### config.mk
export PLATFORM = sky130hd
export DESIGN_NAME = enc_tx_sched
export DESIGN_NICKNAME = d
export VERILOG_FILES = /design/src/rtl/enc_tx_sched.sv
export SDC_FILE = /design/constraint.sdc
export NUM_CORES = 1
export LEC_CHECK = 0
export ABC_AREA = 1
export BUFFER_PORTS_ARGS = -buffer_cell sky130_fd_sc_hd__clkbuf_2
export CAP_MARGIN = 20
export CORE_MARGIN = 3
export CORE_UTILIZATION = 52
export CTS_CLUSTER_DIAMETER = 60
export DETAILED_ROUTE_END_ITERATION = 8
export PLACE_DENSITY = 0.75
export SLEW_MARGIN = 30
export SYNTH_ARGS = -nofsm -noshare
export SYNTH_HDL_FRONTEND = slang
export SYNTH_SLANG_ARGS = --single-unit
### constraint.sdc
create_clock -name clk -period 1.9 [get_ports clk]
set_input_delay 0.57 -clock clk [delete_from_list [all_inputs] [get_ports clk]]
set_output_delay 0.57 -clock clk [all_outputs]
set_load 0.02 [all_outputs]
### src/rtl/enc_tx_sched.sv
// TX sequencing controller: buffers link-layer bytes, drives the 8b/10b encoder
// load/emit strobes and paces the serializer one bit per clock with training/fill.
module enc_tx_sched #(
    parameter int         SYM_BITS   = 10,
    parameter int         FIFO_DEPTH = 4,
    parameter int         TRAIN_SYMS = 16,
    parameter logic [7:0] FILL_BYTE  = 8'hBC
) (
    input  logic                          clk,
    input  logic                          rst,
    input  logic                          tx_enable,
    input  logic [7:0]                    s_data,
    input  logic                          s_valid,
    output logic                          s_ready,
    output logic [7:0]                    enc_data,
    output logic                          enc_ser_en,
    output logic                          ser_load,
    output logic                          ser_shift,
    output logic [3:0]                    bit_idx,
    output logic                          sym_is_data,
    output logic                          link_up,
    output logic [$clog2(FIFO_DEPTH):0]   fifo_level
);
    localparam int PW = $clog2(FIFO_DEPTH);
    localparam int CW = $clog2(TRAIN_SYMS + 1);

    typedef enum logic [1:0] {IDLE, LOAD, EMIT, SHIFT} state_t;

    state_t          state_reg;
    logic [7:0]      mem [FIFO_DEPTH];
    logic [PW-1:0]   wr_ptr_reg, rd_ptr_reg;
    logic [PW:0]     level_reg;
    logic [CW-1:0]   train_cnt_reg;
    logic [7:0]      enc_data_reg;
    logic [3:0]      bit_idx_reg;
    logic            enc_ser_en_reg, ser_load_reg, ser_shift_reg;
    logic            sym_is_data_reg, link_up_reg;

    logic push, pop, empty, full, last_bit, fill_train, train_done;
    logic link_up_next, take_data;

    assign full       = (level_reg == (PW+1)'(FIFO_DEPTH));
    assign empty      = (level_reg == '0);
    assign s_ready    = !full && !rst;
    assign push       = s_valid && s_ready;
    // The byte chosen at LOAD entry leaves the FIFO at the end of the LOAD cycle.
    assign pop        = (state_reg == LOAD) && sym_is_data_reg;
    assign last_bit   = (state_reg == SHIFT) && (bit_idx_reg == 4'(SYM_BITS - 1));
    assign fill_train = last_bit && !link_up_reg && !sym_is_data_reg;
    assign train_done = fill_train && (train_cnt_reg == CW'(TRAIN_SYMS - 1));
    // Selection for the next LOAD sees link_up as it will be during that LOAD.
    assign link_up_next = link_up_reg || train_done;
    assign take_data    = link_up_next && !empty;

    assign enc_data    = enc_data_reg;
    assign enc_ser_en  = enc_ser_en_reg;
    assign ser_load    = ser_load_reg;
    assign ser_shift   = ser_shift_reg;
    assign bit_idx     = bit_idx_reg;
    assign sym_is_data = sym_is_data_reg;
    assign link_up     = link_up_reg;
    assign fifo_level  = level_reg;

    always_ff @(posedge clk) begin
        if (push) mem[wr_ptr_reg] <= s_data;
    end

    always_ff @(posedge clk) begin
        if (rst) begin
            state_reg       <= IDLE;
            wr_ptr_reg      <= '0;
            rd_ptr_reg      <= '0;
            level_reg       <= '0;
            train_cnt_reg   <= '0;
            enc_data_reg    <= 8'h00;
            enc_ser_en_reg  <= 1'b0;
            ser_load_reg    <= 1'b0;
            ser_shift_reg   <= 1'b0;
            bit_idx_reg     <= 4'd0;
            sym_is_data_reg <= 1'b0;
            link_up_reg     <= 1'b0;
        end else begin
            if (push) wr_ptr_reg <= wr_ptr_reg + 1'b1;
            if (pop)  rd_ptr_reg <= rd_ptr_reg + 1'b1;
            case ({push, pop})
                2'b10:   level_reg <= level_reg + 1'b1;
                2'b01:   level_reg <= level_reg - 1'b1;
                default: ;
            endcase

            case (state_reg)
                IDLE: begin
                    if (tx_enable) begin
                        state_reg       <= LOAD;
                        enc_ser_en_reg  <= 1'b1;
                        enc_data_reg    <= FILL_BYTE;
                        sym_is_data_reg <= 1'b0;
                        link_up_reg     <= 1'b0;
                        train_cnt_reg   <= '0;
                    end
                end
                LOAD: begin
                    state_reg      <= EMIT;
                    enc_ser_en_reg <= 1'b0;
                end
                EMIT: begin
                    state_reg     <= SHIFT;
                    ser_shift_reg <= 1'b1;
                    ser_load_reg  <= 1'b1;
                    bit_idx_reg   <= 4'd0;
                end
                SHIFT: begin
                    ser_load_reg <= 1'b0;
                    if (!last_bit) begin
                        bit_idx_reg <= bit_idx_reg + 4'd1;
                    end else begin
                        if (fill_train) train_cnt_reg <= train_cnt_reg + 1'b1;
                        ser_shift_reg <= 1'b0;
                        bit_idx_reg   <= 4'd0;
                        if (tx_enable) begin
                            state_reg       <= LOAD;
                            enc_ser_en_reg  <= 1'b1;
                            enc_data_reg    <= take_data ? mem[rd_ptr_reg] : FILL_BYTE;
                            sym_is_data_reg <= take_data;
                            link_up_reg     <= link_up_next;
                        end else begin
                            state_reg       <= IDLE;
                            sym_is_data_reg <= 1'b0;
                            link_up_reg     <= 1'b0;
                        end
                    end
                end
                default: state_reg <= IDLE;
            endcase
        end
    end
endmodule

==> flow_metrics.env, run 1 <==
export IMPL_status="completed"
export IMPL_core_um2=5240
export IMPL_p_int_mw=2.47
export IMPL_finalCritPeriodShare_pct=92.9
export IMPL_period_minus_slack_ns=1.77
export IMPL_cts_max_level=3
export IMPL_grt_pass1_wl_um=9680
export IMPL_wl_per_cell_um=13.1
export IMPL_fp_dieW_um=80.6
export IMPL_insertion_delay_ns=0.35
export IMPL_stdcell_count=432
export IMPL_die_h_um=80.6
export IMPL_start_util_pct=55.3
export IMPL_avgSynthCellArea_um2=9.34
export IMPL_worst_slew_pin_slew_ns=0.437
export IMPL_arrival_ns=1.99
export IMPL_die_area_um2=6500
export IMPL_layout_commonest_cell="nand2_1"
export IMPL_synth_seq_cells=65
export IMPL_cp_data_required_time_ns=2.13
export IMPL_synthCells=310
export IMPL_cts_root_buf="clkbuf_8"
export IMPL_pwr_share_comb_pct=22.2
export IMPL_gp_congestion=0.725
export IMPL_finClkSkew_ns=0.0116
export IMPL_rows=26
export IMPL_p_sw_share_pct=30.9
export IMPL_drv_slew=0
export IMPL_timing_fmax_mhz=566
export IMPL_multi_input_area_um2=1100
export IMPL_hold_path_class="in -> reg"
export IMPL_clock_power_share_pct=31.9
export IMPL_powerDensity_nw_per_um2=1050
export IMPL_seq_power_share_pct=45.9
export IMPL_largest_reg_flops=32
export IMPL_wl_um=5650
export IMPL_yosys_warnings=0
export IMPL_vias=2184
export IMPL_cts_tree="done"
export IMPL_route_detailed_drc=0
export IMPL_area_growth_pct=17.2
export IMPL_seq_area_um2=1620
export IMPL_synth_fp_nets=337
export IMPL_cts_buffers_inserted=9
export IMPL_syn_area_um2=2890
export IMPL_rsz0062_at_grt="no"
export IMPL_cp_max_fo=3
export IMPL_place_hpwl_um=3970
export IMPL_leakagePower_nw=1.40
export IMPL_grt_max_degree=21
export IMPL_synth_top_area_share_pct=33.2
export IMPL_setup_viol=0
export IMPL_dr_first_iter_drc_count=148
export IMPL_io_buffers=32
export IMPL_nFillCells=438
export IMPL_nets=384
export IMPL_synthDistinctLibCells=33
export IMPL_seq_area_frac_synth_pct=56.0
export IMPL_diodes=0
export IMPL_first_global_vias=2095
export IMPL_firstDrtPassIters=5
export IMPL_clock_sinks=65
export IMPL_synth_area_leaders="edfxtp_1 (33%), dfxtp_1 (23%), nand2_1 (6.7%), nor2_1 (6.2%), ha_1 (6.1%)"
export IMPL_ir_worst_vdd_mv=0.634
export IMPL_holdWs_ns=0.449
export IMPL_viasPerCell=5.06
export IMPL_hold_viol_final=0
export IMPL_cts_setup_buffers=0
export IMPL_p_switching_mw=1.10
export IMPL_drv_cap=0
export IMPL_final_cell_mix="nand2_1 (52), nor2_1 (48), dfxtp_1 (32), clkbuf_2 (32), edfxtp_1 (32)"
export IMPL_ios=33
export IMPL_layout_drive_gt1_share_pct=23.2
export IMPL_yosysTopAreaCell="edfxtp_1"
export IMPL_cp_end_kind="flip-flop"
export IMPL_gr_total_overflow=0
export IMPL_clkTransAtPathRegs_ns=0.08
export IMPL_antenna_left=0
export IMPL_antenna_found_initial=0
export IMPL_crit_type="reg -> reg"
export IMPL_dp_cells=416
export IMPL_relSlewSlack_pct=70.9
export IMPL_clock_path_buffers=2
export IMPL_globalRouteTotalUtil_pct=20.0
export IMPL_cp_start_kind="flip-flop"
[critical path, stage by stage, from the launching register on]
cell	delay, ns
dfxtp_1	0.34
inv_1	0.08
ha_1	0.16
nand2_1	0.07
inv_2	0.08
ha_1	0.14
inv_1	0.06
fa_2	0.35
a21oi_2	0.12
o21ai_1	0.09
o21ai_1	0.12
a21oi_1	0.05
[metal layers]
metal | share of wire [%] | GRT usage (%)
met2 | 50 | 33.4
met1 | 43 | 23.1
met5 | 0 | 0
met3 | 4.4 | 4.82
met4 | 2.8 | 12.2
[through the flow]
stage	util (%)	setup slack [ns]	instance area [µm²]	setup TNS [ns]	total power, mW
after global placement	60.9	-0.00848	3190	-0.00848	2.44
after CTS	64.6	0.0193	3390	0	3.61
after floorplan	-	0.0157	2910	0	2.24
after global routing	64.8	0.0153	3390	0	3.80
final	64.8	0.134	3390	0	3.57
after detailed placement	60.9	-0.0796	3190	-0.0796	2.47
[synthesized netlist by cell type, drive strengths merged]
cell type and instances:
nand4 4, xor2 2, buf 7, dfxtp 33
a21oi 25, nor3 1, edfxtp 32, a211oi 1
o22ai 1, o21a 1, nand3 6, nand3b 1
nor3b 1, nor2 51, inv 36, nand2 58
o211ai 4, ha 14, or2 1, a31oi 2
o21ai 27, fa 1, clkbuf 1
[layout make-up]
class	instances	share of cell area, %
repair buffers	44	7.38
flip-flops and latches	65	47.8
multi-input cells	201	32.5
well taps	70	2.58
clock inverters	7	2.07
inverters	36	3.98
clock buffers	9	3.65
[power groups by stage]
stage | clock (mW) | combinational, mW | sequential [mW]
after detailed placement | 0 | 0.795 | 1.67
after CTS | 1.16 | 0.798 | 1.64
after global placement | 0 | 0.774 | 1.67
after global routing | 1.22 | 0.918 | 1.66
final | 1.14 | 0.794 | 1.64
after floorplan | 0 | 0.488 | 1.75
[what timing repair did]
action                     4_1_cts  5_1_grt
setup endpoints to repair        1        1
pin swaps                        0        1
hold buffers                     0        0
gates resized for setup          1        4
[kinds of logic (layout without fill, tap and decap cells)]
logic type,Yosys count,after routing,share of synthesized area [%]
buffers and inverters,44,96,6.61
AO/OA/AOI/OAI,61,61,11.3
AND/OR/NAND/NOR,123,123,18.7
XOR/XNOR,2,2,0.605
flip-flops,65,65,56.0
adder cells (fa/ha/maj),15,15,6.74
[worst paths after layout]
path | slack, ns | end | depth (start not counted) | startpoint
max | 0.13 | fifo_level[2] | 11 | state_reg[1]
min | 0.45 | mem[1][1] | 1 | s_data[1]
max reg2reg | 0.13 | fifo_level[2] | 11 | state_reg[1]
min reg2reg | 0.47 | train_cnt_reg[4] | 2 | train_cnt_reg[4]
No activity file was read; power rests on OpenSTA's default activity.
==> inputs of run 2 (changes only) <==
--- a/config.mk
+++ b/config.mk
@@ -12,7 +12,9 @@
 export CORE_UTILIZATION = 52
 export CTS_CLUSTER_DIAMETER = 60
 export DETAILED_ROUTE_END_ITERATION = 8
+export MAX_ROUTING_LAYER = met4
 export PLACE_DENSITY = 0.75
+export SETUP_SLACK_MARGIN = 0.05
 export SLEW_MARGIN = 30
 export SYNTH_ARGS = -nofsm -noshare
 export SYNTH_HDL_FRONTEND = slang
==> run 2 against run 1 <==
Against the previous run: design area fell by 0.15%; worst hold slack improved by 0.00084 ns; global-route usage fell by 0.50 points; first-iteration DRC count fell by 43%; sequential power barely moved; wire length fell by 5.3%; power fell by 1.6%; clock power fell by 5%; non-clock buffer count did not move; combinational power fell by 0.8%; die area did not move; final cell count fell by 0.23%.
==> flow_metrics.env, run 2 (synthesized netlist as in run 1, its figures left out) <==
export IMPL_status="completed"
export IMPL_die_area_um2=6500
export IMPL_setup_viol=0
export IMPL_area_growth_pct=17.0
export IMPL_cts_buffers_inserted=9
export IMPL_insertion_delay_ns=0.33
export IMPL_relSlewSlack_pct=72.1
export IMPL_wl_um=5350
export IMPL_nets=384
export IMPL_clock_path_buffers=2
export IMPL_postPlaceCellArea_um2=3190
export IMPL_ios=33
export IMPL_worst_slew_pin_slew_ns=0.419
export IMPL_period_minus_slack_ns=1.76
export IMPL_largest_reg_flops=32
export IMPL_firstDrtPassIters=4
export IMPL_grt_pass1_wl_um=9220
export IMPL_slowest_stage="dfxtp_1"
export IMPL_viasPerCell=4.95
export IMPL_drv_slew=0
export IMPL_rsz0062_at_grt="no"
export IMPL_arrival_ns=1.19
export IMPL_wl_per_cell_um=12.4
export IMPL_powerDensity_nw_per_um2=1040
export IMPL_hold_path_class="reg -> reg"
export IMPL_clock_sinks=65
export IMPL_fp_dieW_um=80.6
export IMPL_ir_worst_vdd_mv=0.635
export IMPL_route_detailed_drc=0
export IMPL_cts_tree="done"
export IMPL_grt_max_degree=21
export IMPL_cts_root_buf="clkbuf_8"
export IMPL_antenna_left=0
export IMPL_globalRouteTotalUtil_pct=19.5
export IMPL_stdcell_count=431
export IMPL_cp_data_required_time_ns=1.33
export IMPL_antenna_found_initial=0
export IMPL_finClkSkew_ns=0.00785
export IMPL_hold_viol_final=0
export IMPL_crit_type="reg -> out"
export IMPL_drv_cap=0
export IMPL_io_buffers=32
export IMPL_timing_rr_end="fifo_level[2]"
export IMPL_crit_start="fifo_level[1]"
export IMPL_finish_instance_area_um2=3390
export IMPL_diodes=0
export IMPL_rows=26
export IMPL_die_h_um=80.6
export IMPL_rr_worst_depth=11
export IMPL_path_cells="inv_2 > a31oi_4 > clkbuf_2"
export IMPL_timing_fmax_mhz=568
export IMPL_cp_end_kind="primary output"
export IMPL_r2r_start="state_reg[1]"
export IMPL_dr_first_iter_drc_count=85
export IMPL_clkTransAtPathRegs_ns=0.07
export IMPL_core_um2=5240
export IMPL_vias=2132
export IMPL_place_hpwl_um=3820
export IMPL_final_cell_mix="nand2_1 (52), nor2_1 (48), clkbuf_2 (32), edfxtp_1 (32), dfxtp_1 (30)"
export IMPL_cp_start_kind="flip-flop"
export IMPL_dp_cells=415
export IMPL_leakagePower_nw=1.39
export IMPL_cp_endpoint="s_ready"
export IMPL_gr_total_overflow=0
export IMPL_cts_hold_buf=0
export IMPL_layout_commonest_cell="nand2_1"
export IMPL_gp_congestion=0.760
export IMPL_cp_max_fo=3
export IMPL_start_util_pct=55.3
export IMPL_slowest_delay_ns=0.38
export IMPL_ff2ff_setup_slack_ns=0.19
export IMPL_cts_max_level=3
export IMPL_first_global_vias=2060
export IMPL_finalCritPeriodShare_pct=92.7
export IMPL_layout_drive_gt1_share_pct=23.3
run 2: critical path, delay by kind of cell, from the launching register on:
kind            cells  cell delay [ns]
buf+inv             2             0.28
compound gates      1             0.20
flops               1             0.38
run 2: worst min-delay path by stage:
stage	from	end	slack, ns	cells past startpoint
3_5_place_dp	fifo_level[0]	fifo_level[0]	0.44	1
5_1_grt	s_data[6]	mem[2][6]	0.43	1
3_3_place_gp	fifo_level[0]	fifo_level[0]	0.44	1
6_report	fifo_level[0]	fifo_level[0]	0.45	1
2_1_floorplan	train_cnt_reg[4]	train_cnt_reg[4]	0.44	2
4_1_cts	s_data[6]	mem[2][6]	0.43	1
run 2: timing repair:
item,4_1_cts,5_1_grt
hold endpoints to repair,0,0
buffers inserted,0,1
gates resized for setup,2,5
setup endpoints to repair,1,1
run 2: routing by layer:
layer  up-vias  GRT usage (%)  wire length (µm)
met5         -              -                 0
met4         0           7.94               116
met3        11           6.50               250
met2        46           32.2              2690
met1       958           21.7              2290
li1       1117              -                 -
run 2: stage by stage:
stage | setup TNS [ns] | util [%] | worst slack, ns | power (mW) | hold WS (ns)
after floorplan | 0 | - | 0.0534 | 2.24 | 0.439
after global placement | -0.00515 | 60.9 | -0.00515 | 2.45 | 0.436
after detailed placement | -0.0528 | 60.9 | -0.0528 | 2.47 | 0.441
after CTS | 0 | 64.4 | 0.0710 | 3.56 | 0.431
after global routing | 0 | 64.7 | 0.0452 | 3.75 | 0.434
final | 0 | 64.7 | 0.138 | 3.52 | 0.450
run 2: power by group:
group | internal [mW] | total (mW) | leakage [nW] | switching [mW]
clock network | 0.591 | 1.08 | 0.0906 | 0.490
registers | 1.58 | 1.65 | 0.561 | 0.0647
logic | 0.287 | 0.788 | 0.740 | 0.501
run 2: cell type report:
cell class | count | area, µm²
Fill cell | 440 | 1850
Clock buffer | 9 | 124
Inverter | 36 | 135
Timing Repair Buffer | 44 | 250
Sequential cell | 65 | 1630
Clock inverter | 6 | 58.8
Tap cell | 70 | 87.6
Multi-Input combinational cell | 201 | 1110
==> inputs of run 3 (changes only) <==
--- a/config.mk
+++ b/config.mk
@@ -15,7 +15,7 @@
 export MAX_ROUTING_LAYER = met4
 export PLACE_DENSITY = 0.75
 export SETUP_SLACK_MARGIN = 0.05
-export SLEW_MARGIN = 30
+export SLEW_MARGIN = 20
 export SYNTH_ARGS = -nofsm -noshare
 export SYNTH_HDL_FRONTEND = slang
 export SYNTH_SLANG_ARGS = --single-unit
==> constraint.sdc (replaced) <==
create_clock -name clk -period 1.9 [get_ports clk]
set_input_delay 0.38 -clock clk [delete_from_list [all_inputs] [get_ports clk]]
set_output_delay 0.38 -clock clk [all_outputs]
set_load 0.02 [all_outputs]
==> run 3 against run 2 <==
Against the previous run: register-to-register slack lost 0.07 ns; flip-flop and latch count unchanged; maximum frequency is 1.2% lower; clock-buffer cell count did not move; final cell count down 0.23%; clock power is essentially flat; sequential power about the same; sequential share of layout area is 0.16 points lower; clock skew decreased by 0.0012 ns; global-route usage rose by 0.87 points; non-clock buffer count decreased by 1; first-iteration DRC count is 59% higher; critical path type is now reg -> reg; largest cell class unchanged; largest power group unchanged.
==> flow_metrics.env, run 3 (synthesized netlist as in run 1, its figures left out) <==
export IMPL_status="completed"
export IMPL_viasPerCell=5.03
export IMPL_postPlaceCellArea_um2=3180
export IMPL_clock_sinks=65
export IMPL_clkTransAtPathRegs_ns=0.07
export IMPL_ff2ff_setup_slack_ns=0.12
export IMPL_crit_buf_inv=2
export IMPL_cpLargestDelayFamily="adder cells"
export IMPL_dr_first_iter_drc_count=135
export IMPL_insertion_delay_ns=0.33
export IMPL_pwr_share_comb_pct=22.6
export IMPL_wl_um=5510
export IMPL_slowest_delay_ns=0.39
export IMPL_io_buffers=32
export IMPL_worst_slew_pin_slew_ns=0.481
export IMPL_rr_worst_depth=10
export IMPL_ir_worst_vdd_mv=0.631
export IMPL_grt_pass1_wl_um=9550
export IMPL_min_from="s_data[0]"
export IMPL_drv_slew=0
export IMPL_crit_cells=10
export IMPL_p_int_mw=2.47
export IMPL_tns_ns=0
export IMPL_clock_path_buffers=2
export IMPL_grt_busiest_layer="met2"
export IMPL_drv_cap=0
export IMPL_cts_max_level=3
export IMPL_p_sw_share_pct=31.0
export IMPL_rows=26
export IMPL_clock_power_share_pct=31.1
export IMPL_area_growth_pct=17.4
export IMPL_route_detailed_drc=0
export IMPL_crit_start="state_reg[0]"
export IMPL_hold_viol_final=0
export IMPL_layout_drive_gt1_share_pct=24.2
export IMPL_period_minus_slack_ns=1.78
export IMPL_wl_per_cell_um=12.8
export IMPL_globalRouteTotalUtil_pct=20.4
export IMPL_gp_congestion=0.774
export IMPL_arrival_ns=2.00
export IMPL_cp_start_kind="flip-flop"
export IMPL_setup_ws_ns=0.118
export IMPL_finish_instance_area_um2=3400
export IMPL_cp_end_kind="flip-flop"
export IMPL_finalCritPeriodShare_pct=93.8
export IMPL_cp_data_required_time_ns=2.12
export IMPL_relSlewSlack_pct=67.9
export IMPL_grtUsageMet2_pct=32.5
export IMPL_layout_commonest_cell="nand2_1"
export IMPL_finClkSkew_ns=0.00661
export IMPL_grt_max_degree=21
export IMPL_gr_total_overflow=0
export IMPL_grt_met1_usage_pct=24.0
export IMPL_fp_dieW_um=80.6
export IMPL_setup_viol=0
export IMPL_final_cell_mix="nand2_1 (52), nor2_1 (48), clkbuf_2 (32), edfxtp_1 (32), dfxtp_1 (30)"
export IMPL_vias=2164
export IMPL_cp_endpoint="fifo_level[2]"
export IMPL_cp_max_fo=3
export IMPL_antenna_found_initial=0
export IMPL_stdcell_count=430
export IMPL_path_cells="ha_4 > nand2_1 > inv_2 > ha_1 > inv_2 > fa_2 > a21oi_2 > o21ai_2 > o21ai_1 > a21oi_1"
export IMPL_crit_type="reg -> reg"
export IMPL_diodes=0
export IMPL_post_place_ws_ns=-0.0117
export IMPL_die_area_um2=6500
export IMPL_core_um2=5240
export IMPL_leakagePower_nw=1.39
export IMPL_hold_path_class="in -> reg"
export IMPL_powerDensity_nw_per_um2=1050
export IMPL_dp_cells=414
export IMPL_die_h_um=80.6
export IMPL_seq_power_share_pct=46.2
export IMPL_met3_usage_pct=4.71
export IMPL_firstDrtPassIters=4
export IMPL_ios=33
export IMPL_first_global_vias=2059
export IMPL_timing_fmax_mhz=561
export IMPL_cts_buffers_inserted=9
export IMPL_r2r_start="state_reg[0]"
export IMPL_cts_root_buf="clkbuf_8"
export IMPL_slowest_stage="dfxtp_1"
export IMPL_antenna_left=0
export IMPL_nets=383
export IMPL_p_switching_mw=1.11
export IMPL_nFillCells=421
export IMPL_cts_tree="done"
export IMPL_holdWs_ns=0.261
export IMPL_path_common_cell="inv_2"
export IMPL_largest_reg_flops=32
export IMPL_start_util_pct=55.3
export IMPL_place_hpwl_um=3800
export IMPL_hold_depth=1
export IMPL_timing_rr_end="fifo_level[2]"
export IMPL_cts_hold_buf=0
-- run 3: how the worst min path moves through the flow --
| stage | end | slack (ns) |
|---|---|---|
| 3_5_place_dp | fifo_level[0] | 0.44 |
| 3_3_place_gp | fifo_level[0] | 0.44 |
| 4_1_cts | mem[2][0] | 0.25 |
| 2_1_floorplan | train_cnt_reg[4] | 0.44 |
| 6_report | mem[3][0] | 0.26 |
| 5_1_grt | mem[2][4] | 0.26 |
-- run 3: cell type report --
cell class                 instances  area (µm²)  area share [%]
timing repair buffer              43         243            7.14
tap                               70        87.6            2.58
sequential                        65        1630            47.8
multi-input combinational        201        1120            33.1
inverter                          36         135            3.98
clock inverter                     6        60.1            1.77
clock buffer                       9         124            3.65
-- run 3: worst register-to-register path: stages, from the launching register on --
cell and delay [ns]:
dfxtp_1 0.39, ha_4 0.16, nand2_1 0.06, inv_2 0.07, ha_1 0.15, inv_2 0.06
fa_2 0.38, a21oi_2 0.16, o21ai_2 0.08, o21ai_1 0.11, a21oi_1 0.05
-- run 3: power by group through the flow --
stage                     Combinational, mW  Sequential (mW)  Clock, mW
after floorplan                       0.489             1.75          0
after global placement                0.777             1.67          0
after detailed placement              0.798             1.68          0
after CTS                             0.806             1.65       1.13
after global routing                  0.919             1.67       1.21
final                                 0.809             1.65       1.11
-- run 3: what timing repair did --
item                                    in CTS  in global routing
hold endpoints to repair                     0                  0
buffers inserted                             0                  1
endpoints found under the setup margin       1                  1
pin swaps                                    0                  2
gates resized for setup                      5                  6
-- run 3: per-layer routing --
layer	vias to the layer above	part of all wire, %
li1	1115	-
met1	986	43
met2	48	49
met3	15	4.9
met4	0	2.6
met5	-	0
-- run 3: stage by stage --
| step | utilization [%] | total power, mW |
|---|---|---|
| finish | 64.9 | 3.58 |
| global route | 64.9 | 3.80 |
| detailed placement | 60.8 | 2.48 |
| global placement | 60.8 | 2.45 |
| CTS | 64.4 | 3.58 |
| floorplan | - | 2.24 |
